==> src/rtl/bcd_display_scanner.sv <==
// rtl/bcd_display_scanner.sv - multiplexed 7-segment scanner for packed BCD digits
// Optional leading-zero blanking: define BCD_DISPLAY_LZB_EN.
module bcd_display_scanner #(
    parameter int NUM_DIGITS     = 4,
    parameter int SCAN_DIV       = 1000,
    parameter int SEG_ACTIVE_LOW = 1,
    parameter int AN_ACTIVE_LOW  = 1
) (
    input  logic                    clk,
    input  logic                    reset,
    input  logic [4*NUM_DIGITS-1:0] digits_in,
    input  logic                    load,
    output logic                    load_ack,
    output logic [6:0]              seg,
    output logic [NUM_DIGITS-1:0]   an,
    output logic                    frame_start
);

    localparam int IW = (NUM_DIGITS > 1) ? $clog2(NUM_DIGITS) : 1;
    localparam int PW = (SCAN_DIV > 1) ? $clog2(SCAN_DIV) : 1;
    localparam logic [IW-1:0] IDX_LAST = IW'(NUM_DIGITS - 1);
    localparam logic [PW-1:0] PRE_LAST = PW'(SCAN_DIV - 1);
    localparam logic [6:0] SEG_OFF = (SEG_ACTIVE_LOW != 0) ? 7'h7F : 7'h00;
    localparam logic [NUM_DIGITS-1:0] AN_OFF = (AN_ACTIVE_LOW != 0) ? {NUM_DIGITS{1'b1}}
                                                                    : {NUM_DIGITS{1'b0}};

    logic [PW-1:0]             prescaler_q, prescaler_d;
    logic [IW-1:0]             index_q, index_d;
    logic [4*NUM_DIGITS-1:0]   staging_q, staging_d;
    logic [4*NUM_DIGITS-1:0]   display_q, display_d;
    logic                      pending_q, pending_d;
    logic                      load_ack_q, load_ack_d;
    logic                      frame_start_q, frame_start_d;
    logic [6:0]                seg_q, seg_d;
    logic [NUM_DIGITS-1:0]     an_q, an_d;
    logic                      tick;
    logic                      wrap;

    function automatic logic [6:0] decode(input logic [3:0] nib);
        case (nib)
            4'd0:    decode = 7'h3F;
            4'd1:    decode = 7'h06;
            4'd2:    decode = 7'h5B;
            4'd3:    decode = 7'h4F;
            4'd4:    decode = 7'h66;
            4'd5:    decode = 7'h6D;
            4'd6:    decode = 7'h7D;
            4'd7:    decode = 7'h07;
            4'd8:    decode = 7'h7F;
            4'd9:    decode = 7'h6F;
            default: decode = 7'h40;
        endcase
    endfunction

    always_ff @(posedge clk or posedge reset) begin
        if (reset) begin
            prescaler_q   <= '0;
            index_q       <= IDX_LAST;
            staging_q     <= '0;
            display_q     <= '0;
            pending_q     <= 1'b0;
            load_ack_q    <= 1'b0;
            frame_start_q <= 1'b0;
            seg_q         <= SEG_OFF;
            an_q          <= AN_OFF;
        end else begin
            prescaler_q   <= prescaler_d;
            index_q       <= index_d;
            staging_q     <= staging_d;
            display_q     <= display_d;
            pending_q     <= pending_d;
            load_ack_q    <= load_ack_d;
            frame_start_q <= frame_start_d;
            seg_q         <= seg_d;
            an_q          <= an_d;
        end
    end

    // Timing and capture: a commit always takes the staging value from before this edge.
    always_comb begin
        tick          = (prescaler_q == PRE_LAST);
        wrap          = tick && (index_q == IDX_LAST);
        prescaler_d   = tick ? '0 : prescaler_q + PW'(1);
        index_d       = index_q;
        if (tick) begin
            index_d = (index_q == IDX_LAST) ? '0 : index_q + IW'(1);
        end
        staging_d     = staging_q;
        display_d     = display_q;
        pending_d     = pending_q;
        if (wrap && pending_q) begin
            display_d = staging_q;
            pending_d = 1'b0;
        end
        if (load) begin
            staging_d = digits_in;
            pending_d = 1'b1;
        end
        frame_start_d = wrap;
        load_ack_d    = wrap && pending_q;
    end

    // Output registers hold pin-level values so the pins are driven straight from flops.
    always_comb begin
        logic [3:0]            nib;
        logic [6:0]            seg_raw;
        logic [NUM_DIGITS-1:0] an_hot;
`ifdef BCD_DISPLAY_LZB_EN
        logic                  zero_run;
        logic [NUM_DIGITS-1:0] blank;
`endif
        an_d   = an_q;
        seg_d  = seg_q;
        nib    = display_d[{index_d, 2'b00} +: 4];
        an_hot = '0;
        an_hot[index_d] = 1'b1;
`ifdef BCD_DISPLAY_LZB_EN
        zero_run = 1'b1;
        blank    = '0;
        for (int k = NUM_DIGITS - 1; k > 0; k--) begin
            zero_run = zero_run && (display_d[4*k +: 4] == 4'd0);
            blank[k] = zero_run;
        end
        seg_raw = blank[index_d] ? 7'h00 : decode(nib);
`else
        seg_raw = decode(nib);
`endif
        if (tick) begin
            seg_d = (SEG_ACTIVE_LOW != 0) ? ~seg_raw : seg_raw;
            an_d  = (AN_ACTIVE_LOW != 0) ? ~an_hot : an_hot;
        end
    end

    assign load_ack    = load_ack_q;
    assign frame_start = frame_start_q;
    assign seg         = seg_q;
    assign an          = an_q;

endmodule

==> config.mk <==
export PLATFORM = sky130hd
export DESIGN_NAME = bcd_display_scanner
export DESIGN_NICKNAME = d
export VERILOG_FILES = /design/src/rtl/bcd_display_scanner.sv
export SDC_FILE = /design/constraint.sdc
export NUM_CORES = 1
export LEC_CHECK = 0
export CORE_AREA = 10 10 99 101
export CTS_CLUSTER_DIAMETER = 120
export DETAILED_ROUTE_END_ITERATION = 8
export DIE_AREA = 0 0 109 111
export SYNTH_ARGS = -nofsm -noshare
export SYNTH_HDL_FRONTEND = slang
export SYNTH_SLANG_ARGS = --single-unit
==> constraint.sdc <==
create_clock -name clk -period 4.05 [get_ports clk]
set_clock_uncertainty 0.15 [all_clocks]
set_input_delay 0.81 -clock clk [delete_from_list [all_inputs] [get_ports clk]]
set_output_delay 0.81 -clock clk [all_outputs]
set_load 0.01 [all_outputs]
**After elaboration in Yosys (flattened, before gate mapping)**

Memory sizes are Yosys's and may differ from the RTL's.
Cells that the tools add are included.

- Register bits after elaboration: 58
- ROM bits: 112
- Input bits: 19
- Output and inout bits: 13
- Logic and storage cells: 31
- Memories: 1

Memory list:

| memory | depth | bits a word | read ports | clocked after memory_dff | wr ports | line | RTL |
|---|---|---|---|---|---|---|---|
| (name not given) | 16 | 7 | 1 | 0 | 0 | 40 | `case (nib)` |

- Add/subtract/negate cells: 2
- Magnitude comparators: 2
- Equal/unequal tests: 2
- Shift operators: 1
- Multiplexer cells: 8
- Bitwise logic cells: 2
- Reduce and logical (&&, ||, !) cells: 4

Operators by type and width:

| kind | count |
|---|---|
| 16-bit two-way mux | 1 |
| 16-bit by 5-bit indexed part select with 4-bit output | 1 |
| 10-bit by 1-bit adder with 10-bit output, second input constant | 1 |
| 10-bit equality test, second input constant | 1 |
| 10-bit two-way mux | 1 |
| 7-bit inverter | 1 |
| 2-bit two-way mux | 2 |
| 4-bit inverter | 1 |
| 1-bit logical AND | 3 |
| 2-bit by 3-bit less-than comparator with 1-bit output, second input constant | 1 |
| 1-bit two-way mux | 3 |
| 2-bit by 1-bit adder with 2-bit output, second input constant | 1 |
| 1-bit demux with 2-bit select | 1 |
| 2-bit equality test, second input constant | 1 |
| 2-bit by 1-bit >= comparator with 1-bit output, second input constant | 1 |
| 2-bit nonzero test | 1 |

**Logic depth before layout (Yosys ltp)**

- Depth after elaboration: 8
- Gate-level depth with buffers: 12
- Depth with buffers taken out: 11

**Worst setup path after synthesis**

OpenSTA, ideal clock, no wires.

- Kind: register -> register
- Start: register prescaler_q[0]
- End: register seg_q[0] (netlist: seg[0])
- Setup time: 0.084 ns
- Data arrival time: 3.105 ns
- Data required time: 3.816 ns
- Slack: 0.712 ns
- Cell stages (with the launch flop): 12
- Buffers on the path: 1
- Period minus slack after synthesis: 3.338 ns
- Path through: dfrtp_1 > ha_1 > nand4b_2 > nor4_4 > buf_6 > mux2_1 > mux2_2 > mux2i_1 > inv_1 > ha_1 > o211a_1 > a221o_1

- Word-level cells in the longest chain between the ends: 7
- Elaborated cells between the ends (all ways): 8
- Those cells by class: 1 x eq/ne; 1 x shift; 2 x mux; 1 x bitwise; 2 x reduce/logical; 1 x memory

Ends and longest elaborated chain:

| what | line | RTL |
|---|---|---|
| from (decl) | 27 | `logic [PW-1:0] prescaler_q, prescaler_d;` |
| from (signal assigned) | 67 | `prescaler_q <= prescaler_d;` |
| 10-bit equality test | 81 | `tick = (prescaler_q == PRE_LAST);` |
| 1-bit logical AND | 82 | `wrap = tick && (index_q == IDX_LAST);` |
| 1-bit logical AND | 91 | `if (wrap && pending_q) begin` |
| 16-bit two-way mux | 91 |  |
| net display_d[0] | 30 | `logic [4*NUM_DIGITS-1:0] display_q, display_d;` |
| 16-bit by 5-bit indexed part select with 4-bit output | 114 | `nib = display_d[{index_d, 2'b00} +: 4];` |
| memory read 16 x 7 bit | -- |  |
| 7-bit inverter | 129 | `seg_d = (SEG_ACTIVE_LOW != 0) ? ~seg_raw : seg_raw;` |
| to (signal assigned) | 74 | `seg_q <= seg_d;` |
| to (decl) | 34 | `logic [6:0] seg_q, seg_d;` |

The timed path passes the listed nets, and every way through them passes these cells.
A chain may end at the register's enable or synchronous reset.

**Worst setup path after layout**

- Start: register prescaler_q[0]
- End: register seg_q[3] (netlist: seg[3])

Same word-level chain as after synthesis.

==> impl_metrics.py <==
metrics = {
    "clock_tree": {
        "path_clk_slew_ns": 0.06,
        "cts_resized": 0,
        "cts_max_level": 3,
        "worstSkewPairLatency_ns": 0.33,
        "postCtsSetupRepairBufs": 0,
        "cts_buffers": 9,
        "cts_tree": "built",
        "cts_buffer_depth": 2,
        "cts_sinks": 58,
        "ctsHoldBuffers": 0,
        "ctsRootBufferMaster": "clkbuf_8",
    },
    "yosys": {
        "synthDistinctLibCells": 45,
        "synthCells": 198,
        "synth_warnings": 0,
        "syn_area_um2": 2670,
        "synth-seq-area-share_pct": 54.9,
        "syn_avg_cell_area_um2": 13.5,
        "ys_seq_elements": 58,
        "synth_nets": 224,
    },
    "die": {
        "core_area_um2": 7970,
        "rows": 33,
        "pin_count": 32,
        "die_w_um": 109,
        "initial_core_util_pct": 33.5,
        "die-area_um2": 12100,
        "die_y_um": 111,
    },
    "timing": {
        "report.final.slew_viol_count": 0,
        "setup_viol": 0,
        "fmax_ghz": 0.285,
        "layout_min_cycle_time_ns": 3.51,
        "rsz0062_at_grt": "no",
        "fin_crit_sh_pct": 86.7,
        "hold_violations": 0,
        "hold_slack_ns": 0.306,
        "fin_setup_tns_ns": 0,
        "slew_headroom_pct": 45.9,
        "tightest_slew_ns": 0.808,
    },
    "power_and_ir_drop": {
        "seqPwrFrac_pct": 53.7,
        "power_density_nw_per_um2": 344,
        "switching_share_pct": 21.5,
        "ir_drop_v": 0.000163,
        "p_sw_uw": 242,
        "p_clk_share_pct": 41.9,
        "combPwrFrac_pct": 4.4,
        "power.leakage_nw": 1.52,
        "p_int_uw": 884,
    },
    "routing": {
        "finalWirelength_um": 5230,
        "drc": 0,
        "routed-wl-met3_um": 113,
        "met2_length_um": 2580,
        "wl_met1_um": 2450,
        "dr.pass1.iters": 4,
        "wl_per_cell_um": 15.0,
        "drt-vias-per-instance": 4.73,
        "top_layer": "met4",
        "dr_total_vias": 1646,
        "drt-initial-drc-count": 38,
        "ant_nets": 0,
    },
    "min_path": {
        "holdPathStages": 2,
        "hold_end": "an[0]",
        "hp-class": "flip-flop to flip-flop",
        "hp-start": "an[0]",
    },
    "worst_setup_path": {
        "worstPathArrival_ns": 3.62,
        "required_ns": 4.16,
        "crit_type": "flip-flop to flip-flop",
        "worstPathMaxFanout": 16,
        "reg2reg_from": "prescaler_q[0]",
        "ff2ff_setup_slack_ns": 0.54,
        "worst-r2r-cell-count": 11,
        "worstReg2RegEnd": "seg[3]",
        "worstSetupEndpointType": "flip-flop",
        "crit_path_start_kind": "flip-flop",
    },
    "global_routing": {
        "antenna_found_initial": 0,
        "grt_max_degree": 38,
        "grt_overflow": 0,
        "gr-usage-all-layers_pct": 9.31,
        "grt_pass1_vias": 1752,
        "grt_first_pass_wirelength_um": 8910,
    },
    "cells_and_area": {
        "drive_above_1_share_pct": 29.2,
        "fin_cells": 348,
        "fin_util_pct": 41.1,
        "synthToLayoutAreaGrowth_pct": 22.6,
        "diodes": 0,
        "nets": 264,
    },
    "place": {
        "gp_congestion": 0.725,
        "place_hpwl_um": 3680,
        "port_buffers": 31,
        "place_inst": 332,
    },
    "outcome": {
        "status": "complete, no violations",
    },
    "flow_run": {
        "cap_violations": 0,
    },
}
## cells in the final DEF, fill, tap and decap left out, types with 2 or more instances in the layout
master	n
mux2_1	11
clkbuf_8	11
mux2i_2	3
a31oi_1	2
mux2_2	28
xor2_1	3
ha_1	7
dfrtp_1	45
a221o_1	3
nand4_1	2
clkdlybuf4s50_1	31
mux2i_1	2
o21ai_0	6
clkbuf_1	5
inv_1	7
nand2b_1	2
mux2_4	3
nand3b_1	2
nor2_1	13
nand3_1	3
nand2_1	10
dfstp_2	13
buf_4	4
a21oi_1	2
and2_1	2
xnor2_1	2
## final cells by class
class                      count  area (µm²)
sequential                    58        1470
timing repair buffer          35         340
tap                          105         131
inverter                       8        30.0
multi-input combinational    126        1140
clock buffer                  16         170
fill                         761        4690
## cells in the mapped netlist, drive strengths merged
master | number | area, µm²
xnor2 | 2 | 17.5
a21o | 1 | 7.51
nand4 | 2 | 12.5
xor2 | 3 | 26.3
o21ai | 7 | 35.0
mux2 | 42 | 484
nand2b | 2 | 12.5
a31oi | 2 | 12.5
nand3 | 4 | 32.5
dfstp | 13 | 342
and2 | 2 | 12.5
a221o | 3 | 30.0
a21oi | 3 | 26.3
buf | 3 | 26.3
o41ai | 1 | 8.76
a211oi | 1 | 12.5
nand4b | 1 | 15.0
nor4 | 2 | 27.5
and3 | 1 | 6.26
o31ai | 1 | 7.51
o211a | 1 | 10.0
inv | 8 | 30.0
nand2 | 10 | 37.5
nand3b | 2 | 15.0
or3 | 1 | 11.3
mux2i | 6 | 83.8
dfrtp | 45 | 1130
nor3 | 2 | 21.3
a41o | 1 | 10.0
nor2 | 13 | 48.8
clkbuf | 3 | 11.3
ha | 7 | 87.6
a211o | 1 | 8.76
o21a | 1 | 7.51
o211ai | 1 | 7.51
## cell families after synthesis
| family | Yosys count | synth area share (%) |
|---|---|---|
| DFF | 58 | 54.9 |
| muxes | 48 | 21.3 |
| and+or+nand+nor | 42 | 9.46 |
| AOI/OAI and AO/OA | 24 | 6.89 |
| buffers and inverters | 14 | 2.53 |
| adders and majority gates | 7 | 3.28 |
| xor gates and xnor gates | 5 | 1.64 |
## layer usage
| metal | track usage (%) | vias to the layer above |
|---|---|---|
| met5 | 0 | - |
| met4 | 5.28 | 0 |
| met3 | 2.38 | 7 |
| met2 | 14.4 | 17 |
| met1 | 11.4 | 833 |
| li1 | - | 789 |
## power groups by stage
stage	Combinational (mW)	Clock, mW	Sequential, mW
global route	0.0559	0.519	0.607
floorplan	0.0278	0	0.611
detailed placement	0.0518	0	0.615
global placement	0.0508	0	0.615
finish	0.0499	0.471	0.605
CTS	0.0520	0.488	0.605
## critical path: stages (launching register included)
cell and delay [ns]:
dfrtp_1 0.38, ha_1 0.23, nand4b_2 0.24, nor4_4 0.26, buf_4 0.28, mux2_1 0.37
mux2_2 0.27, mux2i_1 0.38, inv_1 0.13, ha_1 0.21, o211a_1 0.23, a221o_1 0.29
## flip-flops by register name (all words and copies together), names as in the netlist
| signal | flops |
|---|---|
| an | 4 |
| display_q | 16 |
| pending_q | 1 |
| index_q | 2 |
| frame_start | 1 |
| seg | 7 |
| staging_q | 16 |
| prescaler_q | 10 |
| load_ack | 1 |
## how the worst max path moves through the flow
stage | startpoint | end
floorplan | prescaler_q[0] | seg[0]
global placement | prescaler_q[0] | seg[5]
detailed placement | prescaler_q[0] | seg[0]
CTS | prescaler_q[0] | seg[3]
global route | prescaler_q[0] | seg[3]
finish | prescaler_q[0] | seg[3]
## through the flow
step,instance area (µm²),power (mW),setup slack [ns]
3_3_place_gp,3110,0.666,0.637
3_5_place_dp,3110,0.667,0.518
6_report,3280,1.13,0.539
5_1_grt,3280,1.18,0.293
4_1_cts,3280,1.15,0.517
2_1_floorplan,2670,0.639,0.712
(Power assumes the default switching activity.)
